**config.mk**
```make
export PLATFORM = sky130hd
export DESIGN_NAME = multicycle_ctrl
export DESIGN_NICKNAME = d
export VERILOG_FILES = /design/src/rtl/mc_pkg.sv /design/src/rtl/cond_unit.sv /design/src/rtl/multicycle_ctrl.sv
export SDC_FILE = /design/constraint.sdc
export NUM_CORES = 1
export LEC_CHECK = 0
export ABC_AREA = 0
export CAP_MARGIN = 10
export CORE_ASPECT_RATIO = 0.8
export CORE_UTILIZATION = 45
export CTS_BUF_LIST = sky130_fd_sc_hd__clkbuf_4 sky130_fd_sc_hd__clkbuf_8 sky130_fd_sc_hd__clkbuf_16
export DETAILED_ROUTE_END_ITERATION = 10
export PLACE_DENSITY = 0.85
export SETUP_SLACK_MARGIN = 0.4
export SYNTH_ARGS = -nofsm -noshare
export SYNTH_HDL_FRONTEND = slang
export SYNTH_SLANG_ARGS = --single-unit
export TNS_END_PERCENT = 5
```
**constraint.sdc**
```tcl
create_clock -name clk -period 2.3 [get_ports clk]
set_input_delay 0.345 -clock clk [delete_from_list [all_inputs] [get_ports clk]]
set_output_delay 0.345 -clock clk [all_outputs]
set_load 0.05 [all_outputs]
```
**src/rtl/mc_pkg.sv**
```systemverilog
// Shared types and encodings for the multicycle ARM control unit.
package mc_pkg;

  typedef enum logic [3:0] {
    StFetch,
    StDecode,
    StMemAdr,
    StMemRd,
    StMemWb,
    StMemWr,
    StExecR,
    StExecI,
    StAluWb,
    StBranch
  } mc_state_e;

  // ALU operations; the 2-bit encodings are the low bits of the 3-bit ones.
  localparam logic [2:0] AluAdd = 3'b000;
  localparam logic [2:0] AluSub = 3'b001;
  localparam logic [2:0] AluAnd = 3'b010;
  localparam logic [2:0] AluOrr = 3'b011;
  localparam logic [2:0] AluEor = 3'b100;

  // Data-processing cmd field, Funct[4:1].
  localparam logic [3:0] CmdAnd = 4'b0000;
  localparam logic [3:0] CmdEor = 4'b0001;
  localparam logic [3:0] CmdSub = 4'b0010;
  localparam logic [3:0] CmdAdd = 4'b0100;
  localparam logic [3:0] CmdCmp = 4'b1010;
  localparam logic [3:0] CmdOrr = 4'b1100;

  localparam logic [3:0] CondEq = 4'h0;
  localparam logic [3:0] CondNe = 4'h1;
  localparam logic [3:0] CondCs = 4'h2;
  localparam logic [3:0] CondCc = 4'h3;
  localparam logic [3:0] CondMi = 4'h4;
  localparam logic [3:0] CondPl = 4'h5;
  localparam logic [3:0] CondVs = 4'h6;
  localparam logic [3:0] CondVc = 4'h7;
  localparam logic [3:0] CondHi = 4'h8;
  localparam logic [3:0] CondLs = 4'h9;
  localparam logic [3:0] CondGe = 4'hA;
  localparam logic [3:0] CondLt = 4'hB;
  localparam logic [3:0] CondGt = 4'hC;
  localparam logic [3:0] CondLe = 4'hD;
  localparam logic [3:0] CondAl = 4'hE;

  localparam logic [1:0] ResAluOut    = 2'b00;
  localparam logic [1:0] ResData      = 2'b01;
  localparam logic [1:0] ResAluResult = 2'b10;

  localparam logic [1:0] SrcBRd2  = 2'b00;
  localparam logic [1:0] SrcBExt  = 2'b01;
  localparam logic [1:0] SrcBFour = 2'b10;

endpackage

```
**src/rtl/cond_unit.sv**
```systemverilog
// NZCV flag register and condition evaluation; cond_ex is latched once per instruction.
module cond_unit #(
  parameter bit FULL_COND = 1'b1
) (
  input  logic       clk,
  input  logic       reset,
  input  logic [3:0] cond_i,
  input  logic [3:0] alu_flags_i,
  input  logic       flag_we_nz_i,
  input  logic       flag_we_cv_i,
  input  logic       cond_ex_we_i,
  output logic       cond_ex_o
);
  import mc_pkg::*;

  logic [3:0] flags_q, flags_d;
  logic       cond_ex_q, cond_ex_d;
  logic       cond_met;
  logic       n, z, c, v;

  assign {n, z, c, v} = flags_q;

  always_comb begin
    cond_met = 1'b0;
    if (FULL_COND) begin
      case (cond_i)
        CondEq:  cond_met = z;
        CondNe:  cond_met = ~z;
        CondCs:  cond_met = c;
        CondCc:  cond_met = ~c;
        CondMi:  cond_met = n;
        CondPl:  cond_met = ~n;
        CondVs:  cond_met = v;
        CondVc:  cond_met = ~v;
        CondHi:  cond_met = c & ~z;
        CondLs:  cond_met = ~c | z;
        CondGe:  cond_met = (n == v);
        CondLt:  cond_met = (n != v);
        CondGt:  cond_met = ~z & (n == v);
        CondLe:  cond_met = z | (n != v);
        CondAl:  cond_met = 1'b1;
        default: cond_met = 1'b0;
      endcase
    end else begin
      case (cond_i)
        CondEq:  cond_met = z;
        CondNe:  cond_met = ~z;
        CondAl:  cond_met = 1'b1;
        default: cond_met = 1'b0;
      endcase
    end
  end

  always_comb begin
    flags_d = flags_q;
    if (flag_we_nz_i) flags_d[3:2] = alu_flags_i[3:2];
    if (flag_we_cv_i) flags_d[1:0] = alu_flags_i[1:0];
    cond_ex_d = cond_ex_we_i ? cond_met : cond_ex_q;
  end

  always_ff @(posedge clk) begin
    if (reset) begin
      flags_q   <= 4'b0000;
      cond_ex_q <= 1'b0;
    end else begin
      flags_q   <= flags_d;
      cond_ex_q <= cond_ex_d;
    end
  end

  assign cond_ex_o = cond_ex_q;

endmodule

```
**src/rtl/multicycle_ctrl.sv**
```systemverilog
// Multicycle ARM control unit: main FSM, data-processing decode and write gating.
module multicycle_ctrl #(
  parameter int unsigned ALUCTRL_W = 2,
  parameter bit          FULL_COND = 1'b1
) (
  input  logic                 clk,
  input  logic                 reset,
  input  logic [3:0]           Cond,
  input  logic [1:0]           Op,
  input  logic [5:0]           Funct,
  input  logic [3:0]           Rd,
  input  logic [3:0]           ALUFlags,
  output logic                 PCWrite,
  output logic                 MemWrite,
  output logic                 RegWrite,
  output logic                 IRWrite,
  output logic                 AdrSrc,
  output logic [1:0]           ResultSrc,
  output logic                 ALUSrcA,
  output logic [1:0]           ALUSrcB,
  output logic [1:0]           ImmSrc,
  output logic [1:0]           RegSrc,
  output logic [ALUCTRL_W-1:0] ALUControl,
  output logic                 Illegal
);
  import mc_pkg::*;

  mc_state_e            state_q, state_d;
  logic [ALUCTRL_W-1:0] dp_alu;
  logic                 dp_nowrite, dp_arith, dp_cmp;
  logic                 cond_ex;
  logic                 flag_we_nz, flag_we_cv, cond_ex_we;
  logic                 rd_pc, dp_wb;

  assign rd_pc = (Rd == 4'hF);
  assign dp_wb = cond_ex & ~dp_nowrite;

  cond_unit #(
    .FULL_COND(FULL_COND)
  ) u_cond (
    .clk          (clk),
    .reset        (reset),
    .cond_i       (Cond),
    .alu_flags_i  (ALUFlags),
    .flag_we_nz_i (flag_we_nz),
    .flag_we_cv_i (flag_we_cv),
    .cond_ex_we_i (cond_ex_we),
    .cond_ex_o    (cond_ex)
  );

  // Unknown cmd codes execute as ADD but never write back.
  always_comb begin
    dp_alu     = ALUCTRL_W'(AluAdd);
    dp_nowrite = 1'b0;
    dp_arith   = 1'b1;
    dp_cmp     = 1'b0;
    case (Funct[4:1])
      CmdAdd: dp_alu = ALUCTRL_W'(AluAdd);
      CmdSub: dp_alu = ALUCTRL_W'(AluSub);
      CmdAnd: begin
        dp_alu   = ALUCTRL_W'(AluAnd);
        dp_arith = 1'b0;
      end
      CmdOrr: begin
        dp_alu   = ALUCTRL_W'(AluOrr);
        dp_arith = 1'b0;
      end
      CmdCmp: begin
        dp_alu     = ALUCTRL_W'(AluSub);
        dp_nowrite = 1'b1;
        dp_cmp     = 1'b1;
      end
      CmdEor: begin
        if (ALUCTRL_W >= 3) begin
          dp_alu   = ALUCTRL_W'(AluEor);
          dp_arith = 1'b0;
        end
      end
      default: dp_nowrite = 1'b1;
    endcase
  end

  always_comb begin
    ImmSrc = 2'b00;
    RegSrc = 2'b00;
    case (Op)
      2'b01: begin
        ImmSrc = 2'b01;
        RegSrc = {~Funct[0], 1'b0};
      end
      2'b10: begin
        ImmSrc = 2'b10;
        RegSrc = 2'b01;
      end
      default: ;
    endcase
  end

  always_ff @(posedge clk) begin
    if (reset) state_q <= StFetch;
    else       state_q <= state_d;
  end

  always_comb begin
    state_d    = state_q;
    PCWrite    = 1'b0;
    MemWrite   = 1'b0;
    RegWrite   = 1'b0;
    IRWrite    = 1'b0;
    AdrSrc     = 1'b0;
    ResultSrc  = ResAluOut;
    ALUSrcA    = 1'b0;
    ALUSrcB    = SrcBRd2;
    ALUControl = ALUCTRL_W'(AluAdd);
    Illegal    = 1'b0;
    flag_we_nz = 1'b0;
    flag_we_cv = 1'b0;
    cond_ex_we = 1'b0;
    unique case (state_q)
      StFetch: begin
        IRWrite   = 1'b1;
        ALUSrcA   = 1'b1;
        ALUSrcB   = SrcBFour;
        ResultSrc = ResAluResult;
        PCWrite   = 1'b1;
        state_d   = StDecode;
      end
      StDecode: begin
        ALUSrcA    = 1'b1;
        ALUSrcB    = SrcBFour;
        cond_ex_we = 1'b1;
        unique case (Op)
          2'b00: state_d = Funct[5] ? StExecI : StExecR;
          2'b01: state_d = StMemAdr;
          2'b10: state_d = StBranch;
          2'b11: begin
            Illegal = 1'b1;
            state_d = StFetch;
          end
        endcase
      end
      StMemAdr: begin
        ALUSrcB = SrcBExt;
        state_d = Funct[0] ? StMemRd : StMemWr;
      end
      StMemRd: begin
        AdrSrc  = 1'b1;
        state_d = StMemWb;
      end
      StMemWb: begin
        ResultSrc = ResData;
        RegWrite  = cond_ex;
        PCWrite   = cond_ex & rd_pc;
        state_d   = StFetch;
      end
      StMemWr: begin
        AdrSrc   = 1'b1;
        MemWrite = cond_ex;
        state_d  = StFetch;
      end
      StExecR, StExecI: begin
        ALUSrcB    = (state_q == StExecI) ? SrcBExt : SrcBRd2;
        ALUControl = dp_alu;
        flag_we_nz = cond_ex & (Funct[0] | dp_cmp);
        flag_we_cv = cond_ex & (Funct[0] | dp_cmp) & dp_arith;
        state_d    = StAluWb;
      end
      StAluWb: begin
        RegWrite = dp_wb;
        PCWrite  = dp_wb & rd_pc;
        state_d  = StFetch;
      end
      StBranch: begin
        ALUSrcB   = SrcBExt;
        ResultSrc = ResAluResult;
        PCWrite   = cond_ex;
        state_d   = StFetch;
      end
      default: state_d = StFetch;
    endcase
    // Reset must never leak an architectural write, whatever the current state.
    if (reset) begin
      PCWrite    = 1'b0;
      MemWrite   = 1'b0;
      RegWrite   = 1'b0;
      IRWrite    = 1'b0;
      Illegal    = 1'b0;
      flag_we_nz = 1'b0;
      flag_we_cv = 1'b0;
      cond_ex_we = 1'b0;
    end
  end

endmodule

```
After elaboration in Yosys (flattened, before gate mapping)
Cells that the tools add are included.
{"block": "word_totals", "elab_cells": 98, "regBits": 9}
{"block": "op_classes", "mux": 33, "n_reduce_logical": 12, "bitwise_logic": 15, "n_eq_ne": 34}
{"op": "== test 4 bit, second input constant", "count": 12}
{"op": "== test 4 x 3 -> 1 bit, second input constant", "count": 9}
{"op": "2-to-1 mux 1 bit", "count": 21}
{"op": "== test 4 x 2 -> 1 bit, second input constant", "count": 5}
{"op": "one-hot mux 4 bit (5 select lines)", "count": 1}
{"op": "one-hot mux 4 bit (4 select lines)", "count": 1}
{"op": "one-hot mux 1 bit (15 select lines)", "count": 1}
{"op": "OR reduction 2 bit", "count": 7}
{"op": "== test 4 x 1 -> 1 bit, second input constant", "count": 3}
{"op": "logical NOT 4 bit", "count": 3}
{"op": "one-hot mux 2 bit (2 select lines)", "count": 3}
{"op": "one-hot mux 2 bit (3 select lines)", "count": 2}
{"op": "bitwise AND 1 bit", "count": 7}
{"op": "NOT 1 bit", "count": 5}
{"op": "OR reduction 5 bit", "count": 1}
{"op": "== test 2 bit, second input constant", "count": 2}
{"op": "one-hot mux 1 bit (4 select lines)", "count": 1}
{"op": "2-to-1 mux 3 bit", "count": 1}
{"op": "bitwise OR 1 bit", "count": 3}
{"op": "== test 2 x 1 -> 1 bit, second input constant", "count": 1}
{"op": "logical NOT 2 bit", "count": 1}
{"op": "2-to-1 mux 2 bit", "count": 1}
{"op": "one-hot mux 1 bit (2 select lines)", "count": 1}
{"op": "== test 1 bit", "count": 1}
{"op": "inequality test 1 bit", "count": 1}

Logic depth before layout (Yosys ltp)
Gate-level depths: netlist (run 1).
{"block": "depth", "depth_word": 7, "depth_mapped": 6, "depth_no_buf": 5}

Cells and area by module
From an unflattened synthesis (run 1), not the netlist that was laid out.
{"block": "hier_totals", "cells_unflattened": 120, "area_unflattened_um2": 992.2}
{"module": "multicycle_ctrl", "area_each_um2": 636.9, "n_inst": 1, "cells_per_inst": 78}
{"module": "cond_unit", "area_each_um2": 355.3, "n_inst": 1, "cells_per_inst": 42}

Worst setup path after synthesis (run 1)
Ideal clock, no wire load.
{"block": "synth_timing", "path_type": "register -> output", "startpoint": "register state_q[0]", "endpoint": "output PCWrite", "arrival_ns": 2.954, "n_path_buf": 1, "path_stages_with_launch": 6, "path_slack_ns": -0.999, "cell_sequence": "dfxtp_1 > buf_2 > xor2_1 > nor3_1 > a21oi_1 > nor3_1"}
{"block": "synth_via", "elab_chain_len": 3, "word_cells_on_any_way": 6, "classes_between": "eq/ne (3); mux (2); reduce/logical (1)"}
{"element": "start: declaration", "line_no": "multicycle_ctrl.sv:28", "source": "mc_state_e state_q, state_d;"}
{"element": "start signal: assignment", "line_no": "multicycle_ctrl.sv:100", "source": "if (reset) state_q <= StFetch;"}
{"element": "start signal: assignment", "line_no": "multicycle_ctrl.sv:101", "source": "else state_q <= state_d;"}
{"element": "== test 4 bit (tied with other cells)", "line_no": "multicycle_ctrl.sv:119", "source": "unique case (state_q)"}
{"element": "one-hot mux 1 bit (4 select lines) (*)", "line_no": "multicycle_ctrl.sv:119"}
{"element": "2-to-1 mux 1 bit (*)", "line_no": "multicycle_ctrl.sv:182", "source": "if (reset) begin"}
{"element": "end: declaration", "line_no": "multicycle_ctrl.sv:13", "source": "output logic PCWrite,"}
Mark *: on every way between the ends. The rest lies on a longest branch, timed or not.

Worst setup path after layout (run 1)
{"block": "layout_timing", "startpoint": "register state_q[3]", "endpoint": "output PCWrite"}
Same word-level chain as after synthesis.

==> results of run 1 <==
-- cell families after synthesis --
group,count (synthesis)
AND/OR/NAND/NOR,58
AO/OA/AOI/OAI,32
buffers and inverters,14
flip-flops,9
XOR/XNOR,4
multiplexers,3
-- sequential cells by signal, indices dropped and copies added (netlist names) --
| signal | flops |
|---|---|
| state_q | 4 |
| u_cond.cond_ex_o | 1 |
| u_cond.flags_q | 4 |
-- metrics by stage --
step / instances / util
global placement: 177 / 0.753
CTS: 181 / 0.772
global route: 183 / 0.793
detailed placement: 177 / 0.753
finish: 183 / 0.793
floorplan: 120 / -
-- report_power, final --
group / leakage, nW / switching [W] / internal (W)
Sequential: 0.0740 / 0.0000166 / 0.000162
Clock: 0.0184 / 0.0000581 / 0.0000788
Combinational: 0.483 / 0.000159 / 0.000134
-- worst register-to-register path: cells and delay by family, from the launching register on --
kind                   cells  cell delay, ns
AND/OR/NAND/NOR            4            0.71
flip-flops                 1            0.58
buffers and inverters      1            0.18
AO/OA/AOI/OAI              1            0.11
-- worst paths after layout --
kind                          start                end  slack, ns  cells after the start
setup / recovery         state_q[3]            PCWrite       0.23                      5
hold / removal                reset         state_q[0]       0.43                      3
setup reg to reg         state_q[0]   u_cond.cond_ex_o       0.60                      6
hold reg to reg   u_cond.flags_q[1]  u_cond.flags_q[1]       0.55                      2
-- cells in the final DEF, fill, tap and decap left out, types with 2 or more instances in the layout --
| cell | Yosys | final |
|---|---|---|
| a21oi_1 | 11 | 10 |
| buf_12 | 0 | 12 |
| buf_4 | 2 | 10 |
| clkbuf_4 | 0 | 4 |
| clkdlybuf4s50_1 | 0 | 17 |
| dfxtp_1 | 9 | 7 |
| dfxtp_2 | 0 | 2 |
| dlygate4sd2_1 | 0 | 2 |
| dlymetal6s2s_1 | 0 | 4 |
| inv_1 | 4 | 4 |
| mux2_2 | 2 | 2 |
| nand2_1 | 7 | 7 |
| nand2b_1 | 6 | 6 |
| nand3b_1 | 3 | 3 |
| nor2_1 | 7 | 7 |
| nor2b_1 | 5 | 4 |
| nor3_1 | 10 | 5 |
| nor3_2 | 1 | 4 |
| nor3_4 | 0 | 2 |
| nor4_1 | 3 | 2 |
| nor4b_2 | 2 | 2 |
| o21ai_0 | 11 | 10 |
| xnor2_1 | 2 | 2 |
| xor2_1 | 2 | 2 |
-- layout make-up --
| cell class | instances | area [um^2] | share of cell area |
|---|---|---|---|
| sequential | 9 | 183 | 0.122 |
| tap | 24 | 30.0 | 0.0200 |
| clock buffer | 4 | 30.0 | 0.0200 |
| timing repair buffer | 45 | 553 | 0.369 |
| inverter | 4 | 15.0 | 0.0100 |
| multi-input combinational | 97 | 689 | 0.460 |
-- what timing repair did --
item,in CTS,in global routing
buffers inserted,0,2
endpoints found under the setup margin,12,16
hold buffers,0,0
pin swaps,0,3
gates resized for setup,5,9
-- layer usage --
metal  track usage  vias to the layer above  share of wire
met2         0.436                       39           0.47
met4         0.111                        0          0.024
li1              -                      520              -
met5             0                        -              0
met3        0.0471                        8          0.065
met1         0.387                      493           0.44
==> metrics, run 1 <==
status finished, final reports clean; # fillers 128; slowest library cell on the worst path dfxtp_1; Max Clock Freq between 400 and 500 MHz; area grow syn2layout 65.8%; max-cap violation count 0; Critical Path Max Stage Delay 0.40 ns; Place WS approximately 0.048 ns; top post-synthesis cells by area dfxtp_1 20%, a21oi_1 6.1%, o21ai_0 6.1%, nor3_1 5.5%, buf_6 5.0%; antenna viol nets, final 0; CP endpoint kind primary output; input/output buffers 38; minimum clock period ~2.1 ns; io pins 39; final hold vios 0; CP Class flip-flop to primary output; diode count 0; Synth Area in Compound Gates 0.216; Tcrit/Tclk final 0.902; Die ar. 2190 um^2; #FFs+latches synth 9; Max VDD drop 0.392 mV; crit path DAT around 1.7 ns; via/cell ratio 5.79; htree depth 1; clk_skew 0.00342 ns; total CTS buffers 3; clk_lat worst skew 0.26 ns; Worst Path Max Fanout 9; RSZ-0062 raised after global routing true; Tot GR Track Use 0.282; area leader, netlist dfxtp_1; worst endpoint required time 1.96 ns; average size of a mapped cell 7.54 um^2; setup violators final 0; vias in the first global route about 960; mux cell area share after synthesis 0.0360; Critical Path Source Type flip-flop; layout cell share with drive strength beyond 1 0.296; CP top delay family simple AND/OR/NAND/NOR gates; Most common cell on crit path nor3_4; area share of fa/ha/maj cells after synthesis 0; Async SR Flop Fraction 0; clock sinks 9; setup_tns 0 ns; hold_ws 0.429 ns; Synth top area share 0.199; predominant post-synthesis flop cell dfxtp_1; drt pass-1 iters 4; synth warn 0; Hold/Removal Path Class input pin to flip-flop; Residual DRC 0; Post-Syn Instances 120; Post-Synth Simple-Gate Area 0.407; Slew HR 0.667; CTS root buf clkbuf_4; syn nets 142; Initial Utilization 0.478; wire length per cell 15.2 um; setup ws final 0.225 ns; core box area 1890 um^2; register area share after synthesis 0.199; final instance area 1500 um^2; TritonCTS clock tree yes; chip height 42.1 um; Detailed Route Iter0 Violations 28; HPWL after DPL approximately 2200 um; Post-Place Cell Area 1430 um^2; pin count of the biggest net entering global routing 14; Final nets 182; mapped cell area 905 um^2; Max Root-Sink Buffers 2; grt total ovfl 0; placer congestion estimate 0.832; Pwr Density 406 nW/um^2; XOR/XNOR Fraction of Synth Area 0.0387; distinct cell type count after synthesis 44; combinational family with the most area after synthesis simple AND/OR/NAND/NOR gates; total power draw 0.000610 W; Die X 52.1 um; max-slew violation count 0; EDFF count, synth 0; WL final approximately 2800 um; first-pass GRT wire length ~4600 um; initial antenna violation count 0; top cells by count, synth 11 x a21oi_1, 11 x o21ai_0, 10 x nor3_1; worst path bufs/invs 1; Vias ~1.1k; Worst-Margin Slew 0.499 ns; clock slew at reported path FFs 0.06 ns; crit-path cells or3_4 > nor3_4 > nor2b_2 > nor3_4 > buf_12; FP Rows 14; LEAKAGE 0.576 nW
No activity file was read; power rests on OpenSTA's default activity.
==> inputs of run 2 (changes only) <==
--- a/config.mk
+++ b/config.mk
@@ -6,13 +6,14 @@
 export NUM_CORES = 1
 export LEC_CHECK = 0
 export ABC_AREA = 0
-export CAP_MARGIN = 10
+export CAP_MARGIN = 20
 export CORE_ASPECT_RATIO = 0.8
 export CORE_UTILIZATION = 45
 export CTS_BUF_LIST = sky130_fd_sc_hd__clkbuf_4 sky130_fd_sc_hd__clkbuf_8 sky130_fd_sc_hd__clkbuf_16
 export DETAILED_ROUTE_END_ITERATION = 10
 export PLACE_DENSITY = 0.85
 export SETUP_SLACK_MARGIN = 0.4
+export SKIP_CTS_REPAIR_TIMING = 1
 export SYNTH_ARGS = -nofsm -noshare
 export SYNTH_HDL_FRONTEND = slang
 export SYNTH_SLANG_ARGS = --single-unit
==> metrics, run 2 (same netlist as run 1, synthesis figures left out) <==
initial antenna violation count 0 (unchanged); layout cell share with drive strength beyond 1 0.248 (-0.0472); final hold vios 0 (unchanged); TritonCTS clock tree yes; status finished, final reports clean; drt pass-1 iters 4 (unchanged); RSZ-0062 raised after global routing true; Critical Path Source Type flip-flop; via/cell ratio 5.86 (+1.2%); Placed Instances 177 (unchanged); Detailed Route Iter0 Violations 27 (-3.6%); worst endpoint required time 1.96 ns (about the same); Worst-Margin Slew 0.511 ns (+0.0122 ns); grt total ovfl 0 (unchanged); Comb power frac 0.476 (-0.006); WL final 2760 um (-0.79%); Max VDD drop 0.387 mV (-1.4%); met2 Usage GRT 0.436 (unchanged); LEAKAGE 0.560 nW (-2.8%); Power Internal 0.000371 W (-1.1%); first-pass GRT wire length 4570 um (-0.91%); CTS root buf clkbuf_4; Die X 52.1 um (unchanged); # fillers 137 (+7.0%); Pwr Density 409 nW/um^2 (+0.62%); Finished Layout Cells 181 (-1.1%); FP Rows 14 (unchanged); HPWL after DPL 2190 um (unchanged); Most Crowded Layer GR met2; crit path DAT 1.80 ns (+0.07 ns); total CTS buffers 3 (unchanged); Worst Path Max Fanout 13 (+4); setup violators final 0 (unchanged); wire length per cell 15.2 um (+0.30%); Initial Utilization 0.478 (unchanged); max-cap violation count 0 (unchanged); minimum clock period 2.14 ns (+0.0696 ns); clk_lat worst skew 0.26 ns (about the same); clock slew at reported path FFs 0.06 ns (about the same); area grow syn2layout 62.5%; Max Root-Sink Buffers 2 (unchanged); Slew HR 0.659 (-0.00802); met3 Track Usage GR 0.0471 (unchanged); placer congestion estimate 0.832 (unchanged); commonest non-fill, non-tap cell in the layout clkdlybuf4s50_1; setup ws final 0.156 ns (-0.0696 ns); Place WS 0.0476 ns (unchanged); clock sinks 9 (unchanged); diode count 0 (unchanged); sequential power share 0.296 (+0.002); Max Clock Freq 466 MHz (-3.2%); Die ar. 2190 um^2 (unchanged); Hold/Removal Path Class flip-flop to flip-flop; Psw 0.000230 W (-1.8%); Final nets 180 (-1.1%); core box area 1890 um^2 (unchanged); chip height 42.1 um (unchanged); CP Class flip-flop to primary output; input/output buffers 38 (unchanged); Residual DRC 0 (unchanged); htree depth 1 (unchanged); CP endpoint kind primary output; Tot GR Track Use 0.280 (-0.00223); vias in the first global route 959 (-0.21%); antenna viol nets, final 0 (unchanged); io pins 39 (unchanged); Net Sw Frac 0.382 (-0.00175); most frequent cells in the layout 19 x clkdlybuf4s50_1, 12 x buf_12, 11 x a21oi_1; Clk pwr share 0.228 (+0.003); max-slew violation count 0 (unchanged); Vias 1,061 (+0.094%); Tcrit/Tclk final 0.932 (+0.0302); clk_skew 0.00292 ns (-0.000495 ns); pin count of the biggest net entering global routing 14 (unchanged); met1 usage 0.381 (-0.00664)
[run 2: changes by cell type in the layout (fill, tap and decap cells not counted), sizes merged]
cell           delta
clkdlybuf4s50     +2
dlygate4sd2       -2
buf               -2
[run 2: cell type report]
| cell class | instances | area (um^2) | share of cell area |
|---|---|---|---|
| inverters | 4 | 15.0 | 0.0102 |
| repair buffers | 43 | 541 | 0.368 |
| multi-input cells | 97 | 674 | 0.459 |
| flip-flops and latches | 9 | 180 | 0.123 |
| well taps | 24 | 30.0 | 0.0204 |
| clock buffers | 4 | 30.0 | 0.0204 |
[run 2: final timing paths]
kind                          start                end  slack, ns  cells past startpoint
setup / recovery         state_q[1]            ALUSrcA       0.16                      2
hold / removal    u_cond.flags_q[1]  u_cond.flags_q[1]       0.54                      2
setup reg to reg         state_q[1]  u_cond.flags_q[0]       0.57                      4
hold reg to reg   u_cond.flags_q[1]  u_cond.flags_q[1]       0.54                      2
[run 2: power by group through the flow]
| stage | logic [W] | registers (W) | clock network [W] |
|---|---|---|---|
| after floorplan | 0.000179 | 0.000168 | 0 |
| after global placement | 0.000277 | 0.000180 | 0 |
| after detailed placement | 0.000285 | 0.000182 | 0 |
| after CTS | 0.000286 | 0.000178 | 0.000139 |
| after global routing | 0.000303 | 0.000180 | 0.000146 |
| final | 0.000286 | 0.000178 | 0.000137 |
[run 2: through the flow]
| step | setup TNS, ns | util | total power (W) | hold slack [ns] | cell area [um^2] |
|---|---|---|---|---|---|
| finish | 0 | 0.777 | 0.000601 | 0.545 | 1470 |
| global route | 0 | 0.777 | 0.000629 | 0.570 | 1470 |
| global placement | 0 | 0.753 | 0.000457 | 0.508 | 1430 |
| detailed placement | 0 | 0.753 | 0.000467 | 0.522 | 1430 |
| CTS | 0 | 0.769 | 0.000603 | 0.538 | 1460 |
| floorplan | -0.0112 | - | 0.000347 | 0.414 | 943 |
[run 2: per-layer routing]
metal / wire (um) / part of all wire
met5: 0 / 0
met4: 68 / 0.025
met3: 196 / 0.071
met2: 1300 / 0.47
met1: 1190 / 0.43
[run 2: worst max-delay path: stages, from the launching register on]
cell	delay [ns]
dfxtp_1	0.46
nor3_2	0.25
clkdlybuf4s50_1	0.82
==> inputs of run 3 (changes only) <==
--- a/config.mk
+++ b/config.mk
@@ -7,11 +7,11 @@
 export LEC_CHECK = 0
 export ABC_AREA = 0
 export CAP_MARGIN = 20
-export CORE_ASPECT_RATIO = 0.8
-export CORE_UTILIZATION = 45
+export CORE_UTILIZATION = 66
 export CTS_BUF_LIST = sky130_fd_sc_hd__clkbuf_4 sky130_fd_sc_hd__clkbuf_8 sky130_fd_sc_hd__clkbuf_16
 export DETAILED_ROUTE_END_ITERATION = 10
-export PLACE_DENSITY = 0.85
+export DONT_BUFFER_PORTS = 1
+export PLACE_DENSITY = 0.82
 export SETUP_SLACK_MARGIN = 0.4
 export SKIP_CTS_REPAIR_TIMING = 1
 export SYNTH_ARGS = -nofsm -noshare
==> metrics, run 3 (same netlist as run 1, synthesis figures left out) <==
CP Class flip-flop to primary output; HPWL after DPL 1730 um (-21%); clk_skew 0.00270 ns (-0.000222 ns); Max Clock Freq 502 MHz (+7.6%); CTS root buf clkbuf_4; layout cell share with drive strength beyond 1 0.356 (+0.108); Comb power frac 0.404 (-0.072); TritonCTS clock tree yes; sequential power share 0.327 (+0.031); htree depth 1 (unchanged); Clk pwr share 0.269 (+0.041); vias in the first global route 837 (-13%); grt total ovfl 0 (unchanged); minimum clock period 1.99 ns (-0.152 ns); commonest non-fill, non-tap cell in the layout buf_4; Die ar. 1520 um^2 (-31%); max-slew violation count 0 (unchanged); chip height 39.0 um (-7.3%); FP Rows 12 (-2); setup violators final 0 (unchanged); total CTS buffers 3 (unchanged); Power Internal 0.000322 W (-13%); Residual DRC 0 (unchanged); Detailed Route Iter0 Violations 93 (+240%); Max Root-Sink Buffers 2 (unchanged); Slew HR 0.651 (-0.00796); Critical Path Source Type flip-flop; CP endpoint kind primary output; status finished, final reports clean; most frequent cells in the layout 17 x buf_4, 10 x o21ai_0, 10 x a21oi_1; Tot GR Track Use 0.322 (+0.0424); initial antenna violation count 0 (unchanged); final hold vios 0 (unchanged); RSZ-0062 raised after global routing true; clock sinks 9 (unchanged); Psw 0.000226 W (-1.8%); first-pass GRT wire length 3350 um (-27%); clock slew at reported path FFs 0.07 ns (about the same); max-cap violation count 0 (unchanged); Net Sw Frac 0.412 (+0.0299); Initial Utilization 0.763 (+0.284); Final nets 155 (-14%); io pins 39 (unchanged); area grow syn2layout 23.2%; input/output buffers 0 (-100%); total power draw 0.000548 W (-8.9%); pin count of the biggest net entering global routing 14 (unchanged); wire length per cell 22.0 um (+44%); Vias 1,076 (+1.4%); Die X 39.0 um (-25%); placer congestion estimate 0.749 (-10%); core box area 1190 um^2 (-37%); Worst Path Max Fanout 9 (-4); clk_lat worst skew 0.28 ns (+0.02 ns); Pwr Density 491 nW/um^2 (+20%); LEAKAGE 0.407 nW (-27%); Worst-Margin Slew 0.519 ns (+0.00864 ns); Tcrit/Tclk final 0.866 (-0.0659); Hold/Removal Path Class input pin to flip-flop; via/cell ratio 7.37 (+26%); setup_tns 0 ns (unchanged); drt pass-1 iters 4 (unchanged); WL final 3210 um (+16%); antenna viol nets, final 0 (unchanged); crit path DAT 1.65 ns (-0.15 ns); diode count 0 (unchanged); Max VDD drop 0.456 mV (+18%); worst endpoint required time 1.96 ns (about the same)
## run 3: cell types whose count changed in the layout (fill, tap and decap cells not counted), moves of 3 or more
cell / delta
clkdlybuf4s50_1: -19
buf_12: -11
buf_4: +9
dfxtp_1: -4
dlymetal6s2s_1: -4
dfxtp_4: +3
## run 3: area by class of cell
class / instances / area [um^2]
Sequential cell: 9 / 193
Multi-Input combinational cell: 97 / 712
Tap cell: 14 / 17.5
Inverter: 4 / 15.0
Fill cell: 39 / 71.3
Timing Repair Buffer: 18 / 148
Clock buffer: 4 / 30.0
## run 3: layer usage
layer | track usage | wire length, um | vias to the layer above
met5 | 0 | 0 | -
met4 | 0.103 | 127 | 0
met3 | 0.0751 | 395 | 18
met2 | 0.554 | 1500 | 108
met1 | 0.388 | 1190 | 489
li1 | - | - | 461
## run 3: final timing paths
path	start	to	slack [ns]	cells past startpoint
max	state_q[2]	PCWrite	0.31	5
min reg2reg	u_cond.flags_q[1]	u_cond.flags_q[1]	0.58	2
min	reset	state_q[3]	0.12	1
max reg2reg	state_q[1]	u_cond.flags_q[0]	0.69	5
## run 3: critical path, stage by stage, from the launching register on
cell and delay (ns):
dfxtp_4 0.38, or3_4 0.41, nor3_4 0.17, nor2b_2 0.08, nor3_4 0.16, buf_12 0.16
## run 3: stage by stage
step                      utilization  hold WS (ns)  setup WS, ns  cells  instance area [um^2]
after global placement          0.850         0.416         0.476    138                  1010
after detailed placement        0.850         0.418         0.428    138                  1010
final                           0.940         0.122         0.307    146                  1110
after floorplan                     -         0.414       -0.0112    120                   943
after CTS                       0.876         0.131         0.126    142                  1040
after global routing            0.940         0.125         0.276    146                  1110
## run 3: power by group through the flow
stage          Sequential [W]  Clock [W]  Combinational [W]
5_1_grt              0.000180   0.000149           0.000231
4_1_cts              0.000178   0.000142           0.000190
3_3_place_gp         0.000181          0           0.000185
3_5_place_dp         0.000182          0           0.000190
6_report             0.000179   0.000147           0.000221
2_1_floorplan        0.000168          0           0.000179
